===== src/rtl/inst_encoder_if.sv =====
// inst_encoder_if
// Bundles the two valid/ready channels of the instruction encoder.
//   Input channel  : in_valid, in_ready, in_opcode, in_rd, in_rs1, in_rs2,
//                    in_funct3, in_funct7, in_imm
//   Output channel : out_valid, out_ready, out_inst, out_addr
// The master modport is the program-loader side: it drives the input fields
// and out_ready. The slave modport is the encoder itself.
interface inst_encoder_if #(
    parameter int ADDR_W = 32
);
    logic              in_valid;
    logic              in_ready;
    logic [6:0]        in_opcode;
    logic [4:0]        in_rd;
    logic [4:0]        in_rs1;
    logic [4:0]        in_rs2;
    logic [2:0]        in_funct3;
    logic [6:0]        in_funct7;
    logic [31:0]       in_imm;
    logic              out_valid;
    logic              out_ready;
    logic [31:0]       out_inst;
    logic [ADDR_W-1:0] out_addr;

    modport master (
        output in_valid, in_opcode, in_rd, in_rs1, in_rs2,
               in_funct3, in_funct7, in_imm, out_ready,
        input  in_ready, out_valid, out_inst, out_addr
    );

    modport slave (
        input  in_valid, in_opcode, in_rd, in_rs1, in_rs2,
               in_funct3, in_funct7, in_imm, out_ready,
        output in_ready, out_valid, out_inst, out_addr
    );
endinterface


===== src/rtl/inst_encoder.sv =====
// inst_encoder
// Builds RV32I instruction words from decoded fields and a full 32-bit
// immediate, rejecting illegal opcodes, misaligned or out-of-range immediates.
// Each legal word is emitted with an incrementing byte address through a
// single registered output stage.
// Ports:
//   clk, rst        rising-edge clock, synchronous active-high reset
//   addr_clr        returns the address counter to BASE_ADDR
//   bus             inst_encoder_if.slave: input fields and output word channels
//   err_valid       one-cycle pulse when an accepted input was rejected
//   err_code        0 none, 1 range, 2 alignment, 3 illegal opcode (sticky)
//   err_count       saturating count of rejections
//   inst_count      wrapping count of words taken downstream
module inst_encoder #(
    parameter int                ADDR_W    = 32,
    parameter logic [ADDR_W-1:0] BASE_ADDR = '0,
    parameter int                ERR_CNT_W = 8
) (
    input  logic                 clk,
    input  logic                 rst,
    input  logic                 addr_clr,
    inst_encoder_if.slave        bus,
    output logic                 err_valid,
    output logic [1:0]           err_code,
    output logic [ERR_CNT_W-1:0] err_count,
    output logic [31:0]          inst_count
);

    typedef enum logic [2:0] {
        CLS_R,
        CLS_I,
        CLS_S,
        CLS_B,
        CLS_U,
        CLS_J,
        CLS_BAD
    } inst_class_t;

    typedef enum logic [1:0] {
        ERR_NONE    = 2'd0,
        ERR_RANGE   = 2'd1,
        ERR_ALIGN   = 2'd2,
        ERR_ILLEGAL = 2'd3
    } err_kind_t;

    localparam logic [ADDR_W-1:0] ADDR_STEP = ADDR_W'(4);

    inst_class_t       cls;
    err_kind_t         chk;
    logic [31:0]       enc;
    logic              accept;
    logic              legal;
    logic              out_fire;
    logic [ADDR_W-1:0] addr_base;
    logic              fits_i;
    logic              fits_b;
    logic              fits_j;

    logic              out_valid_q;
    logic [31:0]       out_inst_q;
    logic [ADDR_W-1:0] out_addr_q;
    logic [ADDR_W-1:0] addr_cnt;

    // Handshake: a new word may enter whenever the output register is empty
    // or is being drained on this same edge.
    assign bus.in_ready  = !out_valid_q || bus.out_ready;
    assign accept        = bus.in_valid && bus.in_ready;
    assign out_fire      = out_valid_q && bus.out_ready;
    assign bus.out_valid = out_valid_q;
    assign bus.out_inst  = out_inst_q;
    assign bus.out_addr  = out_addr_q;

    // addr_clr takes effect for the input accepted in the same cycle.
    assign addr_base = addr_clr ? BASE_ADDR : addr_cnt;

    // Sign-extension checks: every bit above the encodable field must match
    // the field's sign bit.
    assign fits_i = (bus.in_imm[31:11] == {21{bus.in_imm[31]}});
    assign fits_b = (bus.in_imm[31:12] == {20{bus.in_imm[31]}});
    assign fits_j = (bus.in_imm[31:20] == {12{bus.in_imm[31]}});

    // Opcode class decode; anything without the 32-bit '11' suffix or with an
    // unlisted major opcode is illegal.
    always_comb begin
        cls = CLS_BAD;
        case (bus.in_opcode[6:2])
            5'b01100:                   cls = CLS_R;
            5'b00000, 5'b00100, 5'b11001: cls = CLS_I;
            5'b01000:                   cls = CLS_S;
            5'b11000:                   cls = CLS_B;
            5'b01101, 5'b00101:         cls = CLS_U;
            5'b11011:                   cls = CLS_J;
            default:                    cls = CLS_BAD;
        endcase
        if (bus.in_opcode[1:0] != 2'b11) begin
            cls = CLS_BAD;
        end
    end

    // Immediate scatter and legality check. Within a class, alignment faults
    // are tested before range faults so the higher-priority code wins.
    always_comb begin
        enc = '0;
        chk = ERR_NONE;
        case (cls)
            CLS_R: begin
                enc = {bus.in_funct7, bus.in_rs2, bus.in_rs1, bus.in_funct3,
                       bus.in_rd, bus.in_opcode};
            end
            CLS_I: begin
                enc = {bus.in_imm[11:0], bus.in_rs1, bus.in_funct3,
                       bus.in_rd, bus.in_opcode};
                if (!fits_i) chk = ERR_RANGE;
            end
            CLS_S: begin
                enc = {bus.in_imm[11:5], bus.in_rs2, bus.in_rs1, bus.in_funct3,
                       bus.in_imm[4:0], bus.in_opcode};
                if (!fits_i) chk = ERR_RANGE;
            end
            CLS_B: begin
                enc = {bus.in_imm[12], bus.in_imm[10:5], bus.in_rs2, bus.in_rs1,
                       bus.in_funct3, bus.in_imm[4:1], bus.in_imm[11],
                       bus.in_opcode};
                if (bus.in_imm[0])   chk = ERR_ALIGN;
                else if (!fits_b)    chk = ERR_RANGE;
            end
            CLS_U: begin
                enc = {bus.in_imm[31:12], bus.in_rd, bus.in_opcode};
                if (bus.in_imm[11:0] != 12'd0) chk = ERR_ALIGN;
            end
            CLS_J: begin
                enc = {bus.in_imm[20], bus.in_imm[10:1], bus.in_imm[11],
                       bus.in_imm[19:12], bus.in_rd, bus.in_opcode};
                if (bus.in_imm[0])   chk = ERR_ALIGN;
                else if (!fits_j)    chk = ERR_RANGE;
            end
            default: begin
                chk = ERR_ILLEGAL;
            end
        endcase
    end

    assign legal = (chk == ERR_NONE);

    // Output stage: a legal accept loads a new word (even while the previous
    // one is being drained), otherwise a completed handshake empties it.
    // Rejected inputs leave the held word untouched.
    always_ff @(posedge clk) begin
        if (rst) begin
            out_valid_q <= 1'b0;
            out_inst_q  <= '0;
            out_addr_q  <= BASE_ADDR;
        end else if (accept && legal) begin
            out_valid_q <= 1'b1;
            out_inst_q  <= enc;
            out_addr_q  <= addr_base;
        end else if (out_fire) begin
            out_valid_q <= 1'b0;
        end
    end

    // Address counter: advances only for legal words; addr_clr rewinds it
    // even when nothing is accepted.
    always_ff @(posedge clk) begin
        if (rst) begin
            addr_cnt <= BASE_ADDR;
        end else if (accept && legal) begin
            addr_cnt <= addr_base + ADDR_STEP;
        end else if (addr_clr) begin
            addr_cnt <= BASE_ADDR;
        end
    end

    // Emitted-word counter, stepped when downstream takes a word.
    always_ff @(posedge clk) begin
        if (rst) begin
            inst_count <= '0;
        end else if (out_fire) begin
            inst_count <= inst_count + 32'd1;
        end
    end

    // Error reporting: pulse plus sticky code and a saturating count.
    always_ff @(posedge clk) begin
        if (rst) begin
            err_valid <= 1'b0;
            err_code  <= 2'd0;
            err_count <= '0;
        end else begin
            err_valid <= accept && !legal;
            if (accept && !legal) begin
                err_code <= chk;
                if (err_count != {ERR_CNT_W{1'b1}}) begin
                    err_count <= err_count + 1'b1;
                end
            end
        end
    end

endmodule


===== src/flat_wrapper.sv =====
// flat-port wrapper written by rule: the top's interface ports become plain ports
module inst_encoder_flat 
#(
    parameter int                ADDR_W    = 32,
    parameter logic [ADDR_W-1:0] BASE_ADDR = '0,
    parameter int                ERR_CNT_W = 8
)
  (clk, rst, addr_clr, err_valid, err_code, err_count, inst_count, bus_in_valid, bus_in_opcode, bus_in_rd, bus_in_rs1, bus_in_rs2, bus_in_funct3, bus_in_funct7, bus_in_imm, bus_out_ready, bus_in_ready, bus_out_valid, bus_out_inst, bus_out_addr);
  inst_encoder_if #(.ADDR_W(ADDR_W)) bus_i ();
  input  logic clk;
  input  logic rst;
  input  logic addr_clr;
  output logic err_valid;
  output logic [1:0] err_code;
  output logic [ERR_CNT_W-1:0] err_count;
  output logic [31:0] inst_count;
  input wire logic [$bits(bus_i.in_valid)-1:0] bus_in_valid;
  input wire logic [$bits(bus_i.in_opcode)-1:0] bus_in_opcode;
  input wire logic [$bits(bus_i.in_rd)-1:0] bus_in_rd;
  input wire logic [$bits(bus_i.in_rs1)-1:0] bus_in_rs1;
  input wire logic [$bits(bus_i.in_rs2)-1:0] bus_in_rs2;
  input wire logic [$bits(bus_i.in_funct3)-1:0] bus_in_funct3;
  input wire logic [$bits(bus_i.in_funct7)-1:0] bus_in_funct7;
  input wire logic [$bits(bus_i.in_imm)-1:0] bus_in_imm;
  input wire logic [$bits(bus_i.out_ready)-1:0] bus_out_ready;
  output wire logic [$bits(bus_i.in_ready)-1:0] bus_in_ready;
  output wire logic [$bits(bus_i.out_valid)-1:0] bus_out_valid;
  output wire logic [$bits(bus_i.out_inst)-1:0] bus_out_inst;
  output wire logic [$bits(bus_i.out_addr)-1:0] bus_out_addr;
  assign bus_i.in_valid = bus_in_valid;
  assign bus_i.in_opcode = bus_in_opcode;
  assign bus_i.in_rd = bus_in_rd;
  assign bus_i.in_rs1 = bus_in_rs1;
  assign bus_i.in_rs2 = bus_in_rs2;
  assign bus_i.in_funct3 = bus_in_funct3;
  assign bus_i.in_funct7 = bus_in_funct7;
  assign bus_i.in_imm = bus_in_imm;
  assign bus_i.out_ready = bus_out_ready;
  assign bus_in_ready = bus_i.in_ready;
  assign bus_out_valid = bus_i.out_valid;
  assign bus_out_inst = bus_i.out_inst;
  assign bus_out_addr = bus_i.out_addr;
  inst_encoder #(.ADDR_W(ADDR_W), .BASE_ADDR(BASE_ADDR), .ERR_CNT_W(ERR_CNT_W)) u_core (.clk(clk), .rst(rst), .addr_clr(addr_clr), .bus(bus_i), .err_valid(err_valid), .err_code(err_code), .err_count(err_count), .inst_count(inst_count));
endmodule

===== config.mk =====
export PLATFORM = sky130hd
export DESIGN_NAME = inst_encoder_flat
export DESIGN_NICKNAME = d
export VERILOG_FILES = /design/src/rtl/inst_encoder_if.sv /design/src/rtl/inst_encoder.sv /design/src/flat_wrapper.sv
export SDC_FILE = /design/constraint.sdc
export NUM_CORES = 1
export LEC_CHECK = 0
export BUFFER_PORTS_ARGS = -buffer_cell sky130_fd_sc_hd__buf_2
export CELL_PAD_IN_SITES_DETAIL_PLACEMENT = 1
export CELL_PAD_IN_SITES_GLOBAL_PLACEMENT = 1
export CORE_MARGIN = 8
export CORE_UTILIZATION = 34
export DETAILED_ROUTE_END_ITERATION = 16
export HOLD_SLACK_MARGIN = 0.1
export PLACE_DENSITY = 0.79
export SLEW_MARGIN = 30
export SYNTH_ARGS = -nofsm -noshare
export SYNTH_HDL_FRONTEND = slang
export SYNTH_SLANG_ARGS = --single-unit
export TNS_END_PERCENT = 30

===== constraint.sdc =====
create_clock -name clk -period 2.7 [get_ports clk]
set_clock_uncertainty 0.1 [all_clocks]
set_input_delay 0.405 -clock clk [delete_from_list [all_inputs] [get_ports clk]]
set_output_delay 0.405 -clock clk [all_outputs]
set_load 0.02 [all_outputs]

==> impl_metrics.ini, run 1 <==
[status]
status = finished, violations left
violations = negative setup slack

[global_routing]
grt_overflow_total = 0
track_usage = 0.194
grt_first_pass_wirelength_um = 37700
grt_max_degree = 43
grt_pass1_vias = 7372
antenna_found_initial = 1

[clocking]
cts_tree = built
htree_num_levels = 4
clkTransAtPathRegs_ns = 0.06
numCtsBuffers = 17
clk_latency_ns = 0.43
cts_root_buf = clkbuf_16
cts.sinks = 140
cts_max_path_buffers = 2

[pwr]
p_leak_nw = 4.06
power_mw = 5.09
ir_drop_mv = 0.442
p_per_area_mw_per_mm2 = 541

[sta]
hold_viol_final = 0
layout_worst_path_cycle_share = 1.01
relSlewSlack = 0.350
drv_slew = 0
timing.final.crit_period_ns = 2.72
worst_pin_slew_ns = 0.971
finalSetupViolCount = 4
fin_ws_ns = -0.0200
grt_setup_unrepaired = true
clock.fmax_mhz = 368

[synthesis]
yosys_most_used_dff = dfxtp_1
ys_seq_area_frac = 0.433
synth_common_cells = 140 x dfxtp_1, 107 x nand2_1, 88 x nor2_1
syn_area_per_cell_sq_um = 8.18
synthArstFlopShare = 0
yosys_warnings = 0
syn-num-nets = 864
synth_area_leader_cell = dfxtp_1
synth_cells = 792
yosysMostFrequentCell = dfxtp_1
netlist_area_sq_mm = 0.00648
synth_top_area_share = 0.433
synth_enable_flop_cells = 0
yosys-top-cells-area = dfxtp_1 43%, nand2_1 6.2%, nor2_1 5.1%
synth_seq_cells = 140
ys_types = 61

[floorplanning]
row_count = 50
start_util = 0.346
die_w_um = 154
die_area_sq_mm = 0.0237
ios = 178
die_h_um = 154
coreArea_sq_mm = 0.0187

[final_layout]
nets = 1132
layout-drive-gt1-share = 0.355
fin_util = 0.503
finalNonFillerCells = 1307
area_delta_synth_final_pct = 45.3

[place]
port_buffers = 177
place_inst = 1267
gp_congestion = 0.833
hpwlAfterDp_um = 17200

[hold_path]
hold_class = in2reg

[routing]
drc = 0
wl_um = 24300
vias_per_cell = 5.32
dr.pass1.iters = 4
dr_total_vias = 6947
ant_nets = 0
drt-wirelength-per-cell_um = 18.6
drt_iter0_drc = 317

[setup_path]
worstPathArrival_ns = 2.97
cp-end-kind = flip-flop
start_kind = input pin
critPathMaxFanout = 8
rrSetupSlack_ns = 0.07
crit_type = in2reg
critPathRequiredTime_ns = 2.95

[job]
cap_violations = 0
[metal layers]
metal | part of all wire | global-route usage | vias to the layer above | wire [um]
met5 | 0 | 0 | - | 0
met4 | 0.019 | 0.0667 | 0 | 459
met3 | 0.058 | 0.0603 | 35 | 1400
met2 | 0.51 | 0.345 | 165 | 12500
met1 | 0.41 | 0.216 | 3401 | 9940
li1 | - | - | 3346 | -
[final cells by class]
class,instances,area (sq um)
Inverter,12,45.0
Fill cell,2266,9300
Clock inverter,11,215
Antenna cell,1,2.50
Timing Repair Buffer,298,1940
Multi-Input combinational cell,591,3650
Clock buffer,20,457
Tap cell,234,293
Sequential cell,140,2800
[worst paths after layout]
check / start / cells after the start / to
setup / recovery: bus_in_imm[31] / 10 / u_core.addr_cnt[21]$_SDFF_PP0_
setup reg to reg: u_core.addr_cnt[3]$_SDFF_PP0_ / 10 / u_core.addr_cnt[30]$_SDFF_PP0_
hold / removal: bus_in_opcode[4] / 3 / u_core.bus.out_inst[4]$_SDFFE_PP0P_
hold reg to reg: u_core.bus.out_addr[12]$_SDFFE_PP0P_ / 2 / u_core.bus.out_addr[12]$_SDFFE_PP0P_
[layout by cell type, fill, tap and decap left out, types with 4 or more instances in the layout]
cell,n
a211oi_1,7
a211oi_2,6
a21oi_1,50
a21oi_2,4
a221oi_2,10
a22o_1,4
a22oi_1,5
a31o_2,5
and2_1,7
and3_1,13
and4_1,4
buf_12,8
buf_2,173
buf_4,110
buf_6,6
bufinv_16,6
clkbuf_16,18
dfxtp_1,140
inv_1,12
mux2i_1,5
nand2_1,106
nand3_1,35
nand3b_1,19
nand4_1,23
nor2_1,88
nor2b_1,18
nor3_1,25
nor4_1,11
o21ai_0,16
o31ai_1,7
or3_1,11
or3_4,4
or4_1,6
xnor2_1,17
xor2_1,25
[power by group]
part	internal [mW]	total, mW	switching (mW)
registers	2.07	2.08	0.00599
logic	0.145	0.322	0.177
clock network	1.78	2.69	0.911
[critical path: stages]
cell and delay (ns):
buf_12 0.11, or4_1 0.53, a22oi_2 0.17, nand4_1 0.25, a211oi_2 0.29, o31ai_2 0.08
buf_4 0.18, or3_4 0.40, or4_1 0.41, a21oi_1 0.14
[cells by family (layout without fill, tap and decap cells)]
logic type               after synthesis  after routing  synth area share
AND/OR/NAND/NOR                      392            392             0.303
AO/OA/AOI/OAI                        147            147             0.152
flip-flops                           140            140             0.433
buffers and inverters                 61            341            0.0388
XOR/XNOR                              43             43            0.0581
multiplexers                           6              6           0.00947
adder cells (fa/ha/maj)                3              3           0.00580
other                                  0              1                 0
[registers in the layout, indices dropped and copies added (netlist names)]
signal,count
u_core.bus.out_valid,1
u_core.err_count,8
u_core.bus.out_inst,32
u_core.bus.out_addr,32
u_core.err_code,2
u_core.inst_count,32
u_core.err_valid,1
u_core.addr_cnt,32
[through the flow]
step                      instance area [sq um]  TNS (ns)  setup WS, ns  hold WS, ns
after floorplan                            6490     -3.40        -0.178        0.328
after global placement                     8370    -28.91        -0.468        0.336
after detailed placement                   8370    -37.46        -0.592        0.346
after CTS                                  9090   -0.0105       -0.0105        0.142
after global routing                       9410     -1.33        -0.115        0.148
final                                      9410   -0.0411       -0.0200        0.162
[what timing repair did]
action                     in CTS  in global routing
setup buffers                   3                  4
resized for setup               7                 53
hold buffers                    0                  0
pin swaps                       5                 11
gates cloned                    0                  1
setup endpoints to repair       9                 73
Note: power is estimated with default switching activity, not from simulation.
==> inputs of run 2 (changes only) <==
Settings changed: CORE_ASPECT_RATIO set to 0.6.
==> run 2 against run 1 <==
The flow now finishes without violations. First-iteration DRC count up 17%. Via count up 0.71%. Maximum frequency up 2.7%. Critical path depth down 1. Wire length up 6.5%. Sequential power about the same. Critical path type unchanged. Non-clock buffer count down 3. Flip-flop and latch count unchanged. Final cell count up 0.69%. Core utilization down 1.4 points. Highest routed layer is now met5. Largest cell class unchanged. Worst hold slack worse by 0.0036 ns. Clock-buffer cell count down 2.
==> impl_metrics.ini, run 2 (synthesis results as in run 1) <==
[place]
hpwlAfterDp_um = 19000
gp_congestion = 0.893
place_area_sq_mm = 0.00838
port_buffers = 177

[global_routing]
grt_overflow_total = 0
grt_max_degree = 65
grt_pass1_vias = 6973
grt_first_pass_wirelength_um = 39300
antenna_found_initial = 1
track_usage = 0.206

[final_layout]
layout_common_cells = 175 x buf_2, 140 x dfxtp_1, 111 x buf_4, 107 x nand2_1, 88 x nor2_1
fillers = 2309
n_antenna_cell = 0
regArea_sq_mm = 0.00280
area_delta_synth_final_pct = 42.2
multi_input_area_sq_mm = 0.00358
final_area_sq_mm = 0.00921
layout-drive-gt1-share = 0.349
fin_util = 0.489
nets = 1129
final_common_cell = buf_2

[clocking]
numCtsBuffers = 17
clkTransAtPathRegs_ns = 0.06
cts.sinks = 140
cts_max_path_buffers = 2
clk_latency_ns = 0.43
cts_root_buf = clkbuf_16
htree_num_levels = 4
cts_tree = built

[pwr]
power_mw = 4.75
p_leak_nw = 3.94
p_per_area_mw_per_mm2 = 516
ir_drop_mv = 0.395

[routing]
drc = 0
ant_nets = 0
drt_iter0_drc = 370
dr.pass1.iters = 5
vias_per_cell = 5.32
drt-wirelength-per-cell_um = 19.6
dr_total_vias = 6996
wl_um = 25800

[floorplanning]
start_util = 0.344
die_area_sq_mm = 0.0239
die_w_um = 194
ios = 178
die_h_um = 123
coreArea_sq_mm = 0.0188
row_count = 39

[sta]
layout_worst_path_cycle_share = 0.981
drv_slew = 0
worst_pin_slew_ns = 0.778
grt_setup_unrepaired = true
hold_ws_ns = 0.158
relSlewSlack = 0.480
timing.final.crit_period_ns = 2.65
clock.fmax_mhz = 378
hold_viol_final = 0
setup_tns_ns = 0
finalSetupViolCount = 0

[status]
status = finished clean

[setup_path]
crit_type = in2reg
cp-end-kind = flip-flop
start_kind = input pin
critPathMaxFanout = 8
critPathRequiredTime_ns = 2.96
worstPathArrival_ns = 2.91

[hold_path]
hold_class = in2reg

[job]
cap_violations = 0
-- run 2: cell types whose count changed in the layout (fill, tap and decap cells not counted), sizes merged --
cell	delta
diode	-1
clkbuf	-1
buf	-4
inv	+2
clkinvlp	+3
bufinv	-4
clkinv	+2
-- run 2: path summary, 6_finish.rpt --
path / cells after the start / end / slack [ns] / start
setup / recovery: 9 / u_core.addr_cnt[21]$_SDFF_PP0_ / 0.05 / bus_in_imm[31]
hold / removal: 3 / u_core.bus.out_inst[4]$_SDFFE_PP0P_ / 0.16 / bus_in_opcode[4]
setup reg to reg: 10 / u_core.addr_cnt[30]$_SDFF_PP0_ / 0.21 / u_core.addr_cnt[3]$_SDFF_PP0_
hold reg to reg: 2 / u_core.bus.out_addr[8]$_SDFFE_PP0P_ / 0.35 / u_core.bus.out_addr[8]$_SDFFE_PP0P_
-- run 2: worst max-delay path: stages --
cell and delay, ns:
buf_4 0.15, or4_4 0.53, a22oi_2 0.19, nand4_1 0.17, a211oi_2 0.32, o31ai_4 0.14, or3_4 0.43, or4_4 0.43
a21oi_2 0.13
-- run 2: timing repair --
action,in CTS,in global routing
setup endpoints to repair,4,76
hold buffers,0,0
endpoints found under the hold margin,0,0
gates resized for setup,9,28
gates cloned,1,2
buffers inserted,2,1
pin swaps,6,12
-- run 2: final cells by class --
cell class	count	share of cell area
Timing Repair Buffer	295	0.205
Clock inverter	14	0.0158
Sequential cell	140	0.304
Clock buffer	18	0.0477
Multi-Input combinational cell	591	0.389
Inverter	12	0.00489
Tap cell	246	0.0334
-- run 2: report_power, final --
group / total (mW) / switching (mW) / internal, mW / leakage (nW)
combinational: 0.317 / 0.179 / 0.138 / 2.54
sequential: 2.08 / 0.00595 / 2.07 / 1.13
clock: 2.36 / 0.972 / 1.38 / 0.278
total: 4.75 / 1.16 / 3.59 / 3.94
-- run 2: routing by layer --
layer	part of all wire	wire, um	vias up	GRT usage
met3	0.063	1630	26	0.0658
met1	0.51	13100	3447	0.296
li1	-	-	3346	-
met2	0.42	10800	175	0.295
met5	0.00039	10	-	0
met4	0.011	278	2	0.0508
-- run 2: stage by stage --
step / std cells / setup slack, ns
after global placement: 1279 / -0.392
after floorplan: 792 / -0.178
after global routing: 1316 / -0.0208
final: 1316 / 0.0513
after detailed placement: 1279 / -0.497
after CTS: 1314 / -0.00929
==> inputs of run 3 (changes only) <==
Settings changed: PLACE_DENSITY 0.79 to unset, PLACE_DENSITY_LB_ADDON set to 0.1.
==> run 3 against run 2 <==
The flow now finishes with violations (negative setup slack). Setup slack got worse by 0.088 ns. Clock power up 2%. Sequential share of layout area shrank 0.50 points. Register-to-register slack about the same. Final cell count up 0.46%. Core utilization increased by 0.81 points. Critical path type unchanged.
==> impl_metrics.ini, run 3 (synthesis results as in run 1) <==
[final_layout]
final_common_cell = buf_2
fillers = 2323
layout-drive-gt1-share = 0.346
layout_common_cells = 174 x buf_2, 140 x dfxtp_1, 113 x buf_4, 107 x nand2_1, 88 x nor2_1
area_delta_synth_final_pct = 44.6
fin_util = 0.497
nets = 1136

[status]
violations = negative setup slack
status = finished, violations left

[pwr]
p_per_area_mw_per_mm2 = 513
swShare = 0.230
p_leak_nw = 4.01
p_int_mw = 3.70
ir_drop_mv = 0.417
p_sw_mw = 1.11
p_clk_frac = 0.501
combPwrFrac = 0.066
seqPwrFrac = 0.432

[clocking]
cts_tree = built
numCtsBuffers = 17
clk_latency_ns = 0.43
clkTransAtPathRegs_ns = 0.06
htree_num_levels = 4
cts_max_path_buffers = 2
cts.sinks = 140
cts_root_buf = clkbuf_16

[routing]
drt_iter0_drc = 439
dr_total_vias = 6815
vias_per_cell = 5.16
ant_nets = 0
drc = 0
drt-wirelength-per-cell_um = 18.6
dr.pass1.iters = 4
wl_um = 24600

[sta]
hold_viol_final = 0
worst_pin_slew_ns = 0.739
fin_ws_ns = -0.0369
clock.fmax_mhz = 365
relSlewSlack = 0.506
setup_tns_ns = -0.0944
finalSetupViolCount = 3
grt_setup_unrepaired = true
drv_slew = 0
timing.final.crit_period_ns = 2.74
layout_worst_path_cycle_share = 1.01
hold_ws_ns = 0.162

[global_routing]
grt_first_pass_wirelength_um = 38000
grt_overflow_total = 0
antenna_found_initial = 0
grt_util_met3 = 0.0595
grt_max_degree = 98
grt_util_met2 = 0.271
grt_pass1_vias = 6762
grt.busiest_layer = met1
track_usage = 0.199
global_route.usage.met1 = 0.296

[setup_path]
start_kind = input pin
crit_type = in2reg
cp-end-kind = flip-flop
critPathRequiredTime_ns = 2.96
critPathMaxFanout = 6
worstPathArrival_ns = 2.99

[place]
port_buffers = 177
gp_congestion = 0.874
hpwlAfterDp_um = 18300

[floorplanning]
die_h_um = 123
ios = 178
coreArea_sq_mm = 0.0188
start_util = 0.344
die_area_sq_mm = 0.0239
row_count = 39
die_w_um = 194

[job]
cap_violations = 0

[hold_path]
hold_class = in2reg
-- run 3: repair_timing --
action,in CTS,in global routing
setup endpoints to repair,2,66
gates cloned,0,5
resized for setup,0,36
hold buffers,0,0
buffers inserted,0,9
pin swaps,0,23
-- run 3: stage by stage --
stage / power, mW / instance area (sq um) / setup WS (ns) / std cells
final: 4.80 / 9370 / -0.0369 / 1322
after global routing: 4.98 / 9360 / -0.117 / 1321
after CTS: 4.85 / 9010 / -0.0159 / 1309
after detailed placement: 2.42 / 8410 / -0.478 / 1279
after global placement: 2.42 / 8410 / -0.392 / 1279
after floorplan: 2.24 / 6490 / -0.178 / 792
-- run 3: final cells by class --
type	count	area [sq um]	share of cell area
antenna	1	2.50	0.000267
clock buffer	19	453	0.0484
clock inverter	11	144	0.0154
inverter	12	45.0	0.00481
multi-input combinational	591	3590	0.384
sequential	140	2800	0.299
tap	246	308	0.0329
timing repair buffer	302	2020	0.215
-- run 3: metal layers --
metal / wire length, um / vias to the layer above
met5: 0 / -
met4: 233 / 0
met3: 1480 / 18
met2: 9860 / 151
li1: - / 3365
met1: 13100 / 3281
-- run 3: final timing paths --
path | slack, ns | cells past startpoint | start | endpoint
min reg2reg | 0.35 | 2 | u_core.bus.out_addr[8]$_SDFFE_PP0P_ | u_core.bus.out_addr[8]$_SDFFE_PP0P_
max | -0.04 | 11 | bus_in_imm[24] | u_core.addr_cnt[21]$_SDFF_PP0_
max reg2reg | 0.21 | 10 | u_core.addr_cnt[2]$_SDFF_PP0_ | u_core.addr_cnt[30]$_SDFF_PP0_
min | 0.16 | 3 | bus_in_opcode[2] | u_core.bus.out_inst[2]$_SDFFE_PP0P_
-- run 3: power by group through the flow --
stage | combinational, mW | clock, mW | sequential, mW
after floorplan | 0.107 | 0 | 2.13
after global placement | 0.295 | 0 | 2.12
after detailed placement | 0.297 | 0 | 2.12
after CTS | 0.300 | 2.47 | 2.08
after global routing | 0.342 | 2.56 | 2.08
final | 0.318 | 2.41 | 2.08
-- run 3: critical path, stage by stage --
cell and delay [ns]:
buf_2 0.11, or4_4 0.54, mux2i_4 0.17, nand4_1 0.15, a211oi_2 0.28, buf_4 0.17
o31ai_4 0.07, buf_4 0.16, or3_4 0.39, or4_1 0.41, a21oi_1 0.13
